## src/rtl/operand_loader_pkg.sv

```systemverilog
// loader_pkg: shared state type, widths and stage encodings for operand_loader
package loader_pkg;
    localparam int OPND_W = 6;
    localparam int OP_W = 3;
    typedef enum logic [1:0] {ENTER_A, ENTER_B, ENTER_OP, STROBE} loader_state_t;
    localparam logic [1:0] STAGE_A = 2'd0;
    localparam logic [1:0] STAGE_B = 2'd1;
    localparam logic [1:0] STAGE_OP = 2'd2;
    localparam logic [1:0] STAGE_STROBE = 2'd3;
    function automatic logic [1:0] stage_of(input loader_state_t s);
        return s == ENTER_A ? STAGE_A : s == ENTER_B ? STAGE_B : s == ENTER_OP ? STAGE_OP : STAGE_STROBE;
    endfunction
endpackage

```

## src/rtl/operand_loader_if.sv

```systemverilog
// operand_loader_if: switch/button inputs and operand/strobe outputs of the loader
interface operand_loader_if;
    import loader_pkg::*;
    logic [OPND_W-1:0] sw;
    logic btn;
    logic [OPND_W-1:0] a;
    logic [OPND_W-1:0] b;
    logic [OP_W-1:0] op;
    logic set;
    logic [1:0] stage;
    logic busy;
    modport master(output sw, btn, input a, b, op, set, stage, busy);
    modport slave(input sw, btn, output a, b, op, set, stage, busy);
endinterface

```

## src/rtl/operand_loader_button.sv

```systemverilog
// loader_button: 2-FF btn sync, debouncer when LOADER_DEBOUNCE_EN is defined, falling-edge press
module loader_button #(
    parameter int DEBOUNCE_CYCLES = 16
) (
    input  logic iclk,
    input  logic rst,
    input  logic i_btn,
    output logic o_press
);
    logic [1:0] r_sync;
    logic r_prev;
    logic w_level;
    always_ff @(posedge iclk) begin
        if (rst) begin
            r_sync <= 2'b11;
            r_prev <= 1'b1;
        end else begin
            r_sync <= {r_sync[0], i_btn};
            r_prev <= w_level;
        end
    end
`ifdef LOADER_DEBOUNCE_EN
    localparam int CNT_W = $clog2(DEBOUNCE_CYCLES + 1);
    logic [CNT_W-1:0] r_cnt;
    logic r_level;
    always_ff @(posedge iclk) begin
        if (rst) begin
            r_cnt <= '0;
            r_level <= 1'b1;
        end else if (r_sync[1] == r_level) begin
            r_cnt <= '0;
        end else if (r_cnt == CNT_W'(DEBOUNCE_CYCLES - 1)) begin
            r_cnt <= '0;
            r_level <= r_sync[1];
        end else begin
            r_cnt <= r_cnt + 1'b1;
        end
    end
    assign w_level = r_level;
`else
    assign w_level = r_sync[1];
`endif
    assign o_press = r_prev & ~w_level;
    if (DEBOUNCE_CYCLES < 1) begin : g_bad_debounce
        $error("DEBOUNCE_CYCLES must be at least 1");
    end
endmodule

```

## src/rtl/operand_loader.sv

```systemverilog
// operand_loader: A/B/OP entry FSM with active-low set strobe; LOADER_DEBOUNCE_EN adds btn debounce
module operand_loader
    import loader_pkg::*;
#(
    parameter int SET_LOW_CYCLES = 4,
    parameter int DEBOUNCE_CYCLES = 16
) (
    input logic iclk,
    input logic rst,
    operand_loader_if.slave bus
);
    localparam int CNT_W = $clog2(SET_LOW_CYCLES + 1);
    loader_state_t r_state, w_state;
    logic [OPND_W-1:0] r_a, r_b, w_a, w_b;
    logic [OP_W-1:0] r_op, w_op;
    logic [CNT_W-1:0] r_cnt, w_cnt;
    logic [1:0] r_stage;
    logic r_busy;
    logic w_press;
    loader_button #(.DEBOUNCE_CYCLES(DEBOUNCE_CYCLES)) u_button (
        .iclk(iclk),
        .rst(rst),
        .i_btn(bus.btn),
        .o_press(w_press)
    );
    always_ff @(posedge iclk) begin
        if (rst) begin
            r_state <= ENTER_A;
            r_a <= '0;
            r_b <= '0;
            r_op <= '0;
            r_cnt <= '0;
            r_stage <= STAGE_A;
            r_busy <= 1'b0;
        end else begin
            r_state <= w_state;
            r_a <= w_a;
            r_b <= w_b;
            r_op <= w_op;
            r_cnt <= w_cnt;
            r_stage <= stage_of(w_state);
            r_busy <= w_state == STROBE;
        end
    end
    // presses arriving during STROBE fall through untouched and are lost
    always_comb begin
        w_state = r_state;
        w_a = r_a;
        w_b = r_b;
        w_op = r_op;
        w_cnt = r_cnt;
        if (r_state == STROBE) begin
            w_cnt = r_cnt - 1'b1;
            w_state = r_cnt == CNT_W'(1) ? ENTER_A : STROBE;
        end else if (w_press) begin
            w_a = r_state == ENTER_A ? bus.sw : r_a;
            w_b = r_state == ENTER_B ? bus.sw : r_b;
            w_op = r_state == ENTER_OP ? bus.sw[OP_W-1:0] : r_op;
            w_cnt = r_state == ENTER_OP ? CNT_W'(SET_LOW_CYCLES) : r_cnt;
            w_state = r_state == ENTER_A ? ENTER_B : r_state == ENTER_B ? ENTER_OP : STROBE;
        end
    end
    assign bus.a = r_a;
    assign bus.b = r_b;
    assign bus.op = r_op;
    assign bus.set = ~r_busy;
    assign bus.stage = r_stage;
    assign bus.busy = r_busy;
    if (SET_LOW_CYCLES < 3) begin : g_bad_set
        $error("SET_LOW_CYCLES must be at least 3");
    end
endmodule

```

## src/flat_wrapper.sv

```systemverilog
// flat-port wrapper written by rule: the top's interface ports become plain ports
module operand_loader_flat import loader_pkg::*;
#(
    parameter int SET_LOW_CYCLES = 4,
    parameter int DEBOUNCE_CYCLES = 16
)
  (iclk, rst, bus_sw, bus_btn, bus_a, bus_b, bus_op, bus_set, bus_stage, bus_busy);
  operand_loader_if bus_i ();
  input logic iclk;
  input logic rst;
  input wire logic [$bits(bus_i.sw)-1:0] bus_sw;
  input wire logic [$bits(bus_i.btn)-1:0] bus_btn;
  output wire logic [$bits(bus_i.a)-1:0] bus_a;
  output wire logic [$bits(bus_i.b)-1:0] bus_b;
  output wire logic [$bits(bus_i.op)-1:0] bus_op;
  output wire logic [$bits(bus_i.set)-1:0] bus_set;
  output wire logic [$bits(bus_i.stage)-1:0] bus_stage;
  output wire logic [$bits(bus_i.busy)-1:0] bus_busy;
  assign bus_i.sw = bus_sw;
  assign bus_i.btn = bus_btn;
  assign bus_a = bus_i.a;
  assign bus_b = bus_i.b;
  assign bus_op = bus_i.op;
  assign bus_set = bus_i.set;
  assign bus_stage = bus_i.stage;
  assign bus_busy = bus_i.busy;
  operand_loader #(.SET_LOW_CYCLES(SET_LOW_CYCLES), .DEBOUNCE_CYCLES(DEBOUNCE_CYCLES)) u_core (.iclk(iclk), .rst(rst), .bus(bus_i));
endmodule
```

## config.mk

```make
export PLATFORM = sky130hd
export DESIGN_NAME = operand_loader_flat
export DESIGN_NICKNAME = d
export VERILOG_FILES = /design/src/rtl/operand_loader_pkg.sv /design/src/rtl/operand_loader_if.sv /design/src/rtl/operand_loader_button.sv /design/src/rtl/operand_loader.sv /design/src/flat_wrapper.sv
export SDC_FILE = /design/constraint.sdc
export NUM_CORES = 1
export LEC_CHECK = 0
export CORE_MARGIN = 3
export CORE_UTILIZATION = 35
export DETAILED_ROUTE_END_ITERATION = 12
export DONT_BUFFER_PORTS = 1
export GPL_TIMING_DRIVEN = 0
export HOLD_SLACK_MARGIN = 0.05
export SYNTH_ARGS = -nofsm -noshare
export SYNTH_HDL_FRONTEND = slang
export SYNTH_HIERARCHICAL = 1
export SYNTH_SLANG_ARGS = --single-unit
```

## constraint.sdc

```tcl
create_clock -name iclk -period 2.2 [get_ports iclk]
set_clock_uncertainty 0.2 [all_clocks]
set_input_delay 0.22 -clock iclk [delete_from_list [all_inputs] [get_ports iclk]]
set_output_delay 0.22 -clock iclk [all_outputs]
set_load 0.005 [all_outputs]
```

=== Yosys cells after proc, flatten, opt, wreduce, memory -nomap -nowiden ===
Index checks and enable logic that the tools add are counted.

* Register bits after elaboration: 26
* Output and inout bits: 19

* Add/subtract/negate cells: 1
* Equality and inequality tests: 7
* Muxes and demuxes: 10
* Bitwise gates (word level): 4
* Reduce and logical (&&, ||, !) cells: 10

{| class="wikitable"
|+ Operator list
! kind !! count
|-
| 3-bit two-way mux || 3
|-
| 3-bit AND reduction || 3
|-
| 2-bit equality test (second input constant) || 4
|-
| 2-bit two-way mux || 4
|-
| 2-bit by 1-bit equality test with 1-bit output (second input constant) || 2
|-
| 2-bit zero test || 2
|-
| 2-bit nonzero test || 2
|-
| 3-bit by 1-bit equality test with 1-bit output (second input constant) || 1
|-
| 1-bit two-way mux || 3
|-
| 1-bit NOT || 3
|-
| 3-bit OR reduction || 1
|-
| 3-bit by 1-bit subtractor with 3-bit output (second input constant) || 1
|-
| 2-bit AND reduction || 1
|-
| 2-bit OR reduction || 1
|-
| 1-bit bitwise AND || 1
|}

=== Logic depth before layout (Yosys ltp) ===
* Depth after elaboration: 8
* Gate-level depth with buffers: 5

=== By module ===
The synthesis kept the hierarchy.

{| class="wikitable"
|+ By module, submodules not included
! module !! instances !! cells each !! area an instance (um^2)
|-
| operand_loader || 1 || 89 || 887.1
|-
| loader_button || 1 || 7 || 85.1
|}

=== Worst setup path before layout ===
No wires, ideal clock.

* Path type: register to register
* From: register u_core.u_button.r_prev
* To: register u_core.r_a[0], in the netlist u_core/bus.a[0]
* Setup time: 0.128 ns
* Arrival: 1.216 ns
* Data required time: 1.872 ns
* Slack: 0.656 ns
* Cell stages (with the launch flop): 5
* Path buffers: 0
* Clock period less this slack: 1.544 ns
* Path through: dfxtp_1 > nor2b_1 > nor3b_4 > mux2i_1 > nor2_1

* Cells in the longest elaborated chain, start to end: 2

{| class="wikitable"
|+ Ends and longest elaborated chain
! what !! RTL line !! source
|-
| start, declared || operand_loader_button.sv:11 || <nowiki>logic r_prev;</nowiki>
|-
| start signal, assigned || operand_loader_button.sv:19 || <nowiki>r_prev <= w_level;</nowiki>
|-
| 1-bit bitwise AND || operand_loader_button.sv:43 || <nowiki>assign o_press = r_prev & ~w_level;</nowiki>
|-
| named net u_core.w_press || operand_loader.sv:19 || <nowiki>logic w_press;</nowiki>
|-
| 3-bit AND reduction (no line) || n/a ||
|-
| end signal, assigned || operand_loader.sv:37 || <nowiki>r_a <= w_a;</nowiki>
|-
| end, declared || operand_loader.sv:14 || <nowiki>logic [OPND_W-1:0] r_a, r_b, w_a, w_b;</nowiki>
|}

The timed path passes the listed nets, and every way through them passes these cells.
A chain may end at the register's enable or synchronous reset.

=== Worst setup path in the final report ===
* From: register u_core.u_button.r_prev
* To: register u_core.r_a[3], in the netlist u_core/bus.a[3]

The elaborated chain is that of the path after synthesis.

==> results.txt <==
Flop2flop setup slack: 290 ps
DR vias: 675
Largest net degree at the start of global routing: 15
Syn-to-layout area delta: 15.83%
CTS tree: yes
Postcts setup bufs: 0
EDFF count, synth: 0
Core area: 2567 µm²
Per-cell routed wire length: 13.72 µm
Pin slew with the least headroom to its limit: 488.3 ps
Max FO, Critical Path: 7
Total wire length: 1893 µm
WP data required: 2210 ps
Final Hold Fails: 0
Via density: 4.891
Clock-pin slew on the worst setup and hold paths: 130 ps
CTS buffer count: 3
Share of layout cells above drive strength 1: 7.407%
# diodes: 0
Starting Density: 37.87%
Detail Route Antenna Nets: 0
Post-synth top cells: dfxtp_1, nor2_1, mux2i_1
Setup CP Type: register to register
Hold path depth: 2
Layout Nets: 120
Yosys top cell by area: dfxtp_1
Reg2Reg Depth: 4
GRT Total Usage: 12.92%
IO Port Bufs: 0
Asr flop ratio synth: 0%
Post-synthesis sequential area ratio: 53.54%
Slew headroom: 67.41%
Kind of end point of the critical path: register
FP Rows: 18
Initial antenna violation count: 0
Worst setup margin: 290.1 ps
Unrepaired setup endpoints after global routing: no
Synth top area share: 53.54%
Synth warn: 6
Worst hold start: rst
Setup_tns: 0 ps
RR Startpoint: u_core/u_button/r_prev$_SDFF_PP1_
Drt pass-1 iters: 4
Post-Syn Area: 972.2 µm²
Width of the die: 58.71 µm
Net Count, Synth: 107
Worst skew pair latency: 320 ps
Top-count cell post-synth: dfxtp_1
Critical Path AT: 1920 ps
Terminus of the critical flop-to-flop path: u_core/bus.a[3]$_SDFFE_PP0P_
P per Cell Area: 684.0 nW/µm²
Max-slew violation count: 0
Peak Freq: 0.5236 GHz
Setup Viol. Count Final: 0
Main flop type after synthesis: dfxtp_1
Post-Place Setup Slack: 381.5 ps
Die area: 3446 µm²
Outcome: finished, final reports clean
Synth Instances: 96
Seq cells post-synth: 26
HP Class: primary input to register
H-tree depth: 1
Max clock buf depth: 2
Iteration-0 DRC Markers: 11
Crit path launch type: register
Maxcap violations: 0
Cell variety after synth: 20
Overflow after GRT: 0
Clock root buffer: clkbuf_4
Post-detail-place hpwl: 1307 µm
DRC: 0
VDD IR max: 0.4435 mV
Die Y: 58.71 µm
Mean Syn Cell Area: 10.13 µm²
Final period util: 86.82%
Tmin final: 1910 ps
First-pass GRT wire length: 3346 µm
Sink Count: 26
Synth area leaders: dfxtp_1, mux2i_1, nor2_1
Vias in the first global route: 736
Lkg Pwr: 0.4632 nW
Ports: 28
RD Place Congestion: 0.7938
Hold Crit Endpoint: u_core/bus.a[4]$_SDFFE_PP0P_
==> cell type report <==
| cell class | count | area (µm²) |
|---|---|---|
| inverter | 4 | 15.01 |
| sequential | 26 | 520.5 |
| buffer | 5 | 25.02 |
| fill | 261 | 1441 |
| multi-input combinational | 61 | 411.6 |
| timing repair buffer | 8 | 80.08 |
| clock buffer | 4 | 36.28 |
| tap | 30 | 37.54 |
==> metrics by stage <==
stage | hold WS, ps | instance area (µm²) | cells | util (%) | power (mW)
2_1_floorplan | 89.07 | 972.2 | 96 | - | 0.5210
3_3_place_gp | 100.8 | 1010 | 126 | 39.33 | 0.5275
3_5_place_dp | 92.04 | 1010 | 126 | 39.33 | 0.5284
4_1_cts | 76.45 | 1126 | 138 | 43.86 | 0.7767
5_1_grt | 101.5 | 1126 | 138 | 43.86 | 0.8018
6_report | 66.88 | 1126 | 138 | 43.86 | 0.7702
==> worst max-delay path, cell delays in order, from the launching register on <==
cell     delay [ps]
dfxtp_1         330
nor2b_1         400
nor3b_4         530
mux2i_1         270
nor2_1           60
==> layer usage <==
metal	global-route usage, %	up-vias	wire length, µm	part of all wire (%)
met1	14.81	305	795	42
met5	0	-	0	0
met2	22.33	22	914	48
met3	4.825	3	160	8.5
met4	3.883	0	23	1.2
li1	-	345	-	-
==> sequential cells by signal, indices dropped and copies added, names as in the netlist <==
register and flops:
u_core/bus.a 6, u_core/bus.b 6, u_core/bus.busy 1, u_core/bus.op 3, u_core/bus.stage 2, u_core/r_cnt 3
u_core/r_state 2, u_core/u_button/r_prev 1, u_core/u_button/r_sync 2
==> power breakdown <==
part	internal [mW]	switching (mW)
Clock	0.101	0.136
Sequential	0.480	0.00596
Combinational	0.0230	0.0238
==> cells by family after synthesis <==
logic type,after synthesis,share of synthesized area [%]
multiplexers,15,15.44
buffers and inverters,9,4.119
AND/OR/NAND/NOR,35,18.92
AO/OA/AOI/OAI,9,5.405
adder cells (fa/ha/maj),2,2.574
flip-flops,26,53.54
==> worst max-delay path by stage <==
stage                                      startpoint  cells after the start                            to  slack, ps
global placement    u_core/u_button/r_prev$_SDFF_PP1_                      4  u_core/bus.a[1]$_SDFFE_PP0P_        420
CTS                 u_core/u_button/r_prev$_SDFF_PP1_                      4  u_core/bus.a[2]$_SDFFE_PP0P_        300
floorplan           u_core/u_button/r_prev$_SDFF_PP1_                      4  u_core/bus.a[0]$_SDFFE_PP0P_        660
finish              u_core/u_button/r_prev$_SDFF_PP1_                      4  u_core/bus.a[3]$_SDFFE_PP0P_        290
detailed placement  u_core/u_button/r_prev$_SDFF_PP1_                      4  u_core/bus.a[2]$_SDFFE_PP0P_        380
global route        u_core/u_button/r_prev$_SDFF_PP1_                      4  u_core/bus.a[3]$_SDFFE_PP0P_         90
==> cells in the final DEF (no fill, tap or decap), types with 3 or more instances in the layout <==
| master | netlist | routed |
|---|---|---|
| or2_1 | 3 | 3 |
| a21oi_1 | 5 | 5 |
| inv_1 | 4 | 4 |
| nor2_1 | 17 | 17 |
| clkbuf_4 | 0 | 3 |
| nand3_1 | 3 | 3 |
| dlygate4sd3_1 | 0 | 8 |
| nand2_1 | 3 | 3 |
| mux2i_1 | 15 | 15 |
| nand3b_1 | 4 | 4 |
| dfxtp_1 | 26 | 26 |
==> timing repair <==
action	4_1_cts	5_1_grt
hold buffers	8	0
setup endpoints to repair	0	0
gates resized for setup	0	0
hold endpoints to repair	21	0
Note: power is estimated with default switching activity, not from simulation.
